$ cat config.mk
export PLATFORM = sky130hd
export DESIGN_NAME = gpio_in_dev
export DESIGN_NICKNAME = d
export VERILOG_FILES = /design/src/rtl/gpio_in_dev_pkg.sv /design/src/rtl/gpio_in_dev_debounce_bit.sv /design/src/rtl/gpio_in_dev.sv
export SDC_FILE = /design/constraint.sdc
export NUM_CORES = 1
export LEC_CHECK = 0
export ABC_AREA = 1
export BUFFER_PORTS_ARGS = -buffer_cell sky130_fd_sc_hd__buf_2
export CORE_MARGIN = 5
export CORE_UTILIZATION = 47
export DETAILED_ROUTE_END_ITERATION = 8
export PLACE_DENSITY = 0.67
export REMOVE_ABC_BUFFERS = 1
export SLEW_MARGIN = 20
export SYNTH_ARGS = -nofsm -noshare
export SYNTH_HDL_FRONTEND = slang
export SYNTH_SLANG_ARGS = --single-unit
$ cat constraint.sdc
create_clock -name clk -period 9.32 [get_ports clk]
set_clock_uncertainty 0.2 [all_clocks]
set_input_delay 0 -clock clk [delete_from_list [all_inputs] [get_ports clk]]
set_output_delay 0 -clock clk [all_outputs]
set_load 0.02 [all_outputs]
$ cat src/rtl/gpio_in_dev_pkg.sv
// Shared constants and helpers for the switch/button input peripheral.
package gpio_in_dev_pkg;

  localparam int N_SW    = 8;
  localparam int N_BTN   = 4;
  localparam int N_IN    = N_SW + N_BTN;

  // Status word field offsets
  localparam int SW_LSB   = 0;
  localparam int BTN_LSB  = 8;
  localparam int FLAG_LSB = 12;
  localparam int CNT_LSB  = 16;

  localparam int PCNT_W   = 8;
  localparam int RD_W     = 32;

  // Number of buttons that rose on this edge (0..N_BTN)
  function automatic logic [2:0] popcount_btn(input logic [N_BTN-1:0] v);
    logic [2:0] s;
    s = '0;
    for (int i = 0; i < N_BTN; i++) s = s + 3'(v[i]);
    return s;
  endfunction

endpackage

$ cat src/rtl/gpio_in_dev_debounce_bit.sv
// One input bit: 2-FF synchroniser, saturating-window debouncer and a
// combinational rising-edge pulse that coincides with the stable update.
module debounce_bit #(
  parameter int DEBOUNCE_CYCLES = 50000
) (
  input  logic clk,
  input  logic rst,
  input  logic raw,
  output logic stable,
  output logic rise
);

  localparam int CNT_W = (DEBOUNCE_CYCLES > 2) ? $clog2(DEBOUNCE_CYCLES) : 1;
  localparam logic [CNT_W-1:0] CNT_MAX = CNT_W'(DEBOUNCE_CYCLES - 1);

  logic             sync1_q, sync1_d;
  logic             sync2_q, sync2_d;
  logic             stable_q, stable_d;
  logic [CNT_W-1:0] cnt_q, cnt_d;

  // Next state: shift the synchroniser, count consecutive differing cycles
  always_comb begin
    sync1_d  = raw;
    sync2_d  = sync1_q;
    stable_d = stable_q;
    cnt_d    = cnt_q;
    if (sync2_q == stable_q) begin
      cnt_d = '0;
    end else if (cnt_q == CNT_MAX) begin
      stable_d = sync2_q;
      cnt_d    = '0;
    end else begin
      cnt_d = cnt_q + CNT_W'(1);
    end
  end

  // State registers; reset also discards any partial debounce count
  always_ff @(posedge clk or posedge rst) begin
    if (rst) begin
      sync1_q  <= 1'b0;
      sync2_q  <= 1'b0;
      stable_q <= 1'b0;
      cnt_q    <= '0;
    end else begin
      sync1_q  <= sync1_d;
      sync2_q  <= sync2_d;
      stable_q <= stable_d;
      cnt_q    <= cnt_d;
    end
  end

  assign stable = stable_q;
  // High in the cycle before the edge on which stable goes 0->1, so the
  // consumer can act on that same edge.
  assign rise   = stable_d & ~stable_q;

endmodule

$ cat src/rtl/gpio_in_dev.sv
// Switch/button read port: debounced levels, sticky press flags with
// clear-on-read, a wrapping press counter and a level interrupt.
module gpio_in_dev
  import gpio_in_dev_pkg::*;
#(
  parameter int DEBOUNCE_CYCLES = 50000
) (
  input  logic            clk,
  input  logic            rst,
  input  logic [N_SW-1:0] sw_in,
  input  logic [N_BTN-1:0] btn_in,
  input  logic            rd_en,
  output logic [RD_W-1:0] rd_data,
  output logic            irq
);

  logic [N_SW-1:0]   sw_stable, sw_rise;
  logic [N_BTN-1:0]  btn_stable, btn_rise;

  logic [N_BTN-1:0]  press_flag_q, press_flag_d;
  logic [PCNT_W-1:0] press_cnt_q, press_cnt_d;
  logic              irq_q, irq_d;

  // Switch edges are not needed; fold them into a sink so nothing dangles.
  logic unused_sw_rise;
  assign unused_sw_rise = ^sw_rise;

  genvar gi;
  generate
    for (gi = 0; gi < N_SW; gi++) begin : g_sw
      debounce_bit #(.DEBOUNCE_CYCLES(DEBOUNCE_CYCLES)) u_db (
        .clk    (clk),
        .rst    (rst),
        .raw    (sw_in[gi]),
        .stable (sw_stable[gi]),
        .rise   (sw_rise[gi])
      );
    end
    for (gi = 0; gi < N_BTN; gi++) begin : g_btn
      debounce_bit #(.DEBOUNCE_CYCLES(DEBOUNCE_CYCLES)) u_db (
        .clk    (clk),
        .rst    (rst),
        .raw    (btn_in[gi]),
        .stable (btn_stable[gi]),
        .rise   (btn_rise[gi])
      );
    end
  endgenerate

  // Flags: a read drops old flags, but a rise on the read edge survives it
  always_comb begin
    press_flag_d = rd_en ? btn_rise : (press_flag_q | btn_rise);
    press_cnt_d  = press_cnt_q + PCNT_W'(popcount_btn(btn_rise));
    irq_d        = |press_flag_d;
  end

  // Press state registers
  always_ff @(posedge clk or posedge rst) begin
    if (rst) begin
      press_flag_q <= '0;
      press_cnt_q  <= '0;
      irq_q        <= 1'b0;
    end else begin
      press_flag_q <= press_flag_d;
      press_cnt_q  <= press_cnt_d;
      irq_q        <= irq_d;
    end
  end

  // Status word assembled purely from registered state
  always_comb begin
    rd_data = '0;
    rd_data[SW_LSB   +: N_SW]   = sw_stable;
    rd_data[BTN_LSB  +: N_BTN]  = btn_stable;
    rd_data[FLAG_LSB +: N_BTN]  = press_flag_q;
    rd_data[CNT_LSB  +: PCNT_W] = press_cnt_q;
  end

  assign irq = irq_q;

endmodule
Word level (Yosys, flattened, before mapping)
Index checks and enable logic that the tools add are counted.
- bitwise logic cells: 17
- reduce and logical (&&, ||, !) cells: 9
- add/sub/neg operators: 16
- equal/unequal tests: 24
- multiplexer cells: 33
- operator list (kind ; number):
    two-way mux 16 bit ; 24
    adder 16 x 1 -> 16 bit (second input constant) ; 12
    equality test 16 bit (second input constant) ; 12
    AND reduction 2 bit ; 8
    equality test 1 bit ; 12
    NOT 1 bit ; 12
    adder 8 x 3 -> 8 bit ; 1
    two-way mux 1 bit ; 8
    bitwise AND 1 bit ; 4
    two-way mux 4 bit ; 1
    OR 4 bit ; 1
    OR reduction 4 bit ; 1
    adder 2 x 1 -> 3 bit ; 1
    adder 3 x 1 -> 3 bit ; 1
    adder 1 x 1 -> 2 bit ; 1
- bits in registers: 241
- logic and storage cells: 150
- bits of input ports: 15

Longest topological paths before layout
- word-level depth: 8
- depth in mapped cells: 15

Hierarchy
From an unflattened synthesis, not the netlist that was laid out.
- cells, all modules: 1701
- area total of the unflattened synthesis: 13259.0 sq um
- modules (own cells, without submodules) (module ; instances ; area each (sq um) ; cells an instance):
    debounce_bit ; 12 ; 1049.8 ; 136
    gpio_in_dev ; 1 ; 661.9 ; 69

Worst setup path after synthesis
No wires, ideal clock.
- kind: reg-to-reg
- from: reg g_btn[0].u_db.cnt_q[0]
- to: reg press_cnt_q[6]
- cell stages (with the launch flop): 14
- path slack: 6423 ps
- period minus slack after synthesis: 2897 ps
- arrival: 2617 ps
- cell sequence: dfrtp_1 -> ha_1 -> nand3_2 -> nor2_1 -> nand3_1 -> nor2_1 -> nand2_1 -> fa_1 -> fa_1 -> inv_1 -> fa_1 -> nand3_1 -> nor3_1 -> xor2_1
- longest elaborated chain between the ends: 8
- RTL lines (element ; RTL line ; RTL):
    from (decl) ; gpio_in_dev_debounce_bit.sv:19 ; logic [CNT_W-1:0] cnt_q, cnt_d;
    from (signal assigned) ; gpio_in_dev_debounce_bit.sv:48 ; cnt_q <= cnt_d;
    equality test 16 bit ; gpio_in_dev_debounce_bit.sv:29 ; end else if (cnt_q == CNT_MAX) begin
    two-way mux 1 bit ; gpio_in_dev_debounce_bit.sv:29 ;
    two-way mux 1 bit ; gpio_in_dev_debounce_bit.sv:27 ; if (sync2_q == stable_q) begin
    bitwise AND 1 bit ; gpio_in_dev_debounce_bit.sv:55 ; assign rise = stable_d & ~stable_q;
    adder 1 x 1 -> 2 bit ; gpio_in_dev_pkg.sv:21 ; for (int i = 0; i < N_BTN; i++) s = s + 3'(v[i]);
    adder 2 x 1 -> 3 bit ; gpio_in_dev_pkg.sv:21 ;
    adder 3 x 1 -> 3 bit ; gpio_in_dev_pkg.sv:21 ;
    adder 8 x 3 -> 8 bit ; gpio_in_dev.sv:53 ; press_cnt_d = press_cnt_q + PCNT_W'(popcount_btn(btn_rise));
    net press_cnt_d[6] ; gpio_in_dev.sv:21 ; logic [PCNT_W-1:0] press_cnt_q, press_cnt_d;
    to (signal assigned) ; gpio_in_dev.sv:65 ; press_cnt_q <= press_cnt_d;
    to (decl) ; gpio_in_dev.sv:21 ;
The timed path passes the listed nets, and every way through them passes these cells.
A chain may end at the register's enable or synchronous reset.

Final worst setup path
Same ends and word-level chain as after synthesis.

==> qor.yml <==
floorplan:
  initial_utilization_pct: 47.5
  num_rows: 59
  die_x_um: 172
  dieArea_um2: 29600
  fp.dieH_um: 172
  io_pins: 48
  core-area_um2: 26000
cts:
  cts_hold_buf: 27
  clock_latency_ps: 530
  cts_buffers: 28
  clk_path_buf_depth: 3
  clkSlewWorstSetupHoldPaths_ps: 60
  cts.sink_count: 241
  root_buffer: "clkbuf_16"
  h-tree-depth: 1
  post-cts-setup-buffers: 0
  cts_tree: "done"
  cts_resized: 0
synthesis:
  synth-seq-cells: 241
  synthesis.area_um2: 12400
  syn_inst: 1557
  ys.flop_type: "dfrtp_1"
  synth.distinct_cells: 33
  synth-edff-count: 0
  synth.yosys.seq_area_share_pct: 48.8
  ys_async_sr_fraction_pct: 100
  avgSynthCellArea_um2: 7.93
  ys_warn_count: 0
timing:
  setup_viol: 0
  hold_viol_final: 0
  relSlewSlack_pct: 36.5
  whs_ps: 115
  period_needed_ps: 3150
  period_share_pct: 33.8
  drv_slew: 0
  tightest_slew_ps: 953
  rsz0062_at_grt: "false"
  setup_ws_ps: 6170
  fin_tns_setup_ps: 0
  fmax_mhz: 317
finish:
  final_nets: 1671
  antenna-diode-count: 0
  fillerInstances: 2454
  fin_cells: 1994
  drive_above_1_share_pct: 9.70
  area_growth_pct: 13.9
detailed_routing:
  drc_errors: 0
  vias: 9798
  ant_nets: 0
  drtPass1Iterations: 5
  vias_per_cell: 4.91
  drtIter0Drc: 516
  wl_um: 23700
  wl_per_cell_um: 11.9
placement:
  dpl.hpwl_um: 16600
  place.port_buffers: 39
  dp_worst_setup_slack_ps: 6160
  finalWeightedCongestion: 0.878
  dp.cells: 1918
job:
  maxCapViolations: 0
outcome:
  status: "finished, final reports clean"
grt:
  grt_pass1_vias: 9409
  grtUsageTotal_pct: 16.5
  antenna_found_initial: 0
  grt_pass1_wl_um: 42200
  overflow: 0
  grt_max_degree: 109
power_and_ir_drop:
  peakVddDrop_uv: 138
  power_density_nw_per_um2: 161
  leakage_nw: 6.21
worst_setup_path:
  required_ps: 9570
  crit_fanout: 5
  cp.arrival_ps: 3400
  cp-start-kind: "register"
  timing.rr.start: "g_btn[0].u_db.cnt_q[0]"
  cp-end-kind: "register"
  startpoint: "g_btn[0].u_db.cnt_q[0]"
  crit_type: "reg2reg"
worst_hold_path:
  min-delay-start: "rd_en"
  hold_path.class: "in2reg"
[report_power, final]
part	leakage, nW	internal (mW)	switching [mW]
clock network	0.462	0.684	0.417
registers	3.28	1.06	0.0118
logic	2.47	0.0281	0.0594
total	6.21	1.78	0.489
[cell usage in the layout, fill, tap and decap left out, types with 7 or more instances in the layout]
master	n
nand3_1	109
nor2_1	341
dfrtp_1	241
nor3_1	42
buf_2	39
nand2_1	329
inv_2	8
nand2_2	9
inv_1	175
a21oi_1	46
nand4_1	33
nor3b_1	9
o21bai_1	9
xor2_1	50
or2_2	7
xnor2_1	32
nor2_4	14
o21ai_0	19
clkbuf_16	29
clkbuf_8	8
ha_1	13
conb_1	8
nor2_2	24
dlygate4sd3_1	27
[cell usage after synthesis (2+ instances only)]
| cell type | instances | area share [%] |
|---|---|---|
| nand2_2 | 9 | 0.46 |
| or2_2 | 7 | 0.35 |
| fa_1 | 3 | 0.49 |
| inv_1 | 176 | 5.3 |
| inv_2 | 8 | 0.24 |
| nand2_4 | 3 | 0.27 |
| nor3b_1 | 9 | 0.55 |
| nand3_2 | 2 | 0.16 |
| nor3_1 | 42 | 1.7 |
| buf_4 | 20 | 1.2 |
| o21bai_1 | 9 | 0.55 |
| xor2_1 | 50 | 3.5 |
| o21ai_0 | 19 | 0.77 |
| dfrtp_1 | 241 | 49 |
| a21oi_1 | 46 | 1.9 |
| nor2_2 | 24 | 1.2 |
| nand2_1 | 329 | 10 |
| nor2_1 | 341 | 10 |
| nand3_1 | 109 | 4.4 |
| nand4_1 | 33 | 1.7 |
| a21oi_2 | 4 | 0.28 |
| nor2_4 | 14 | 1.3 |
| nor3_2 | 3 | 0.24 |
| xnor2_1 | 32 | 2.3 |
| buf_2 | 2 | 0.081 |
| ha_1 | 13 | 1.3 |
| nor4_1 | 3 | 0.15 |
[metal layers]
layer	part of all wire, %	wire length (um)	track usage (%)
met2	46	11000	27.3
met4	1.5	359	3.93
met5	0	0	0
met1	48	11300	23.1
met3	4.3	1010	2.74
[final cells by class]
type                       instances  area (um2)  share of cell area (%)
clock inverter                     6        86.3                   0.614
tap                              335         419                    2.98
inverter                         184         698                    4.96
sequential                       241        6030                    42.9
timing repair buffer              68         480                    3.41
clock buffer                      43         858                    6.10
multi-input combinational       1117        5500                    39.1
[per-stage QoR]
stage,cell area (um2),utilization [%],power [mW]
global placement,12900,49.5,1.17
global route,14100,54.1,2.36
finish,14100,54.1,2.27
floorplan,12200,-,1.15
detailed placement,12900,49.5,1.18
CTS,14100,54.1,2.30
[kinds of logic after synthesis]
| kind of cell | count (synthesis) | synth area share [%] |
|---|---|---|
| adders and majority gates | 16 | 1.80 |
| buffers and inverters | 206 | 6.89 |
| AOI/OAI and AO/OA | 81 | 3.63 |
| and+or+nand+nor | 930 | 33.0 |
| other | 1 | 0.0304 |
| xor gates and xnor gates | 82 | 5.81 |
| DFF | 241 | 48.8 |
[sequential cells by signal, summed over array words and instances, names as in the netlist]
signal              flops
g_sw.u_db.sync1_q       8
g_btn.u_db.cnt_q       64
irq                     1
g_sw.u_db.cnt_q       128
press_cnt_q             8
g_btn.u_db.stable       4
g_btn.u_db.sync2_q      4
press_flag_q            4
g_sw.u_db.stable        8
g_sw.u_db.sync2_q       8
g_btn.u_db.sync1_q      4
[critical path: stages, from the launching register on]
cell	delay [ps]
dfrtp_1	380
ha_1	210
nand3_2	130
nor2_1	130
nand3_1	150
nor2_1	120
nand2_1	80
fa_1	480
fa_1	440
inv_1	90
fa_1	210
nand3_1	110
nor3_1	180
xor2_1	150
[final timing paths]
path                       cells after the start  slack [ps]                 endpoint
hold reg to reg                                0         140    g_btn[1].u_db.sync2_q
setup / recovery                              13        6170           press_cnt_q[6]
max in group asynchronous                      5        6950     g_sw[6].u_db.sync1_q
hold / removal                                 5         110          press_flag_q[1]
setup reg to reg                              13        6170           press_cnt_q[6]
min in group asynchronous                      4         560  g_btn[3].u_db.cnt_q[14]
No activity file was read; power rests on OpenSTA's default activity.
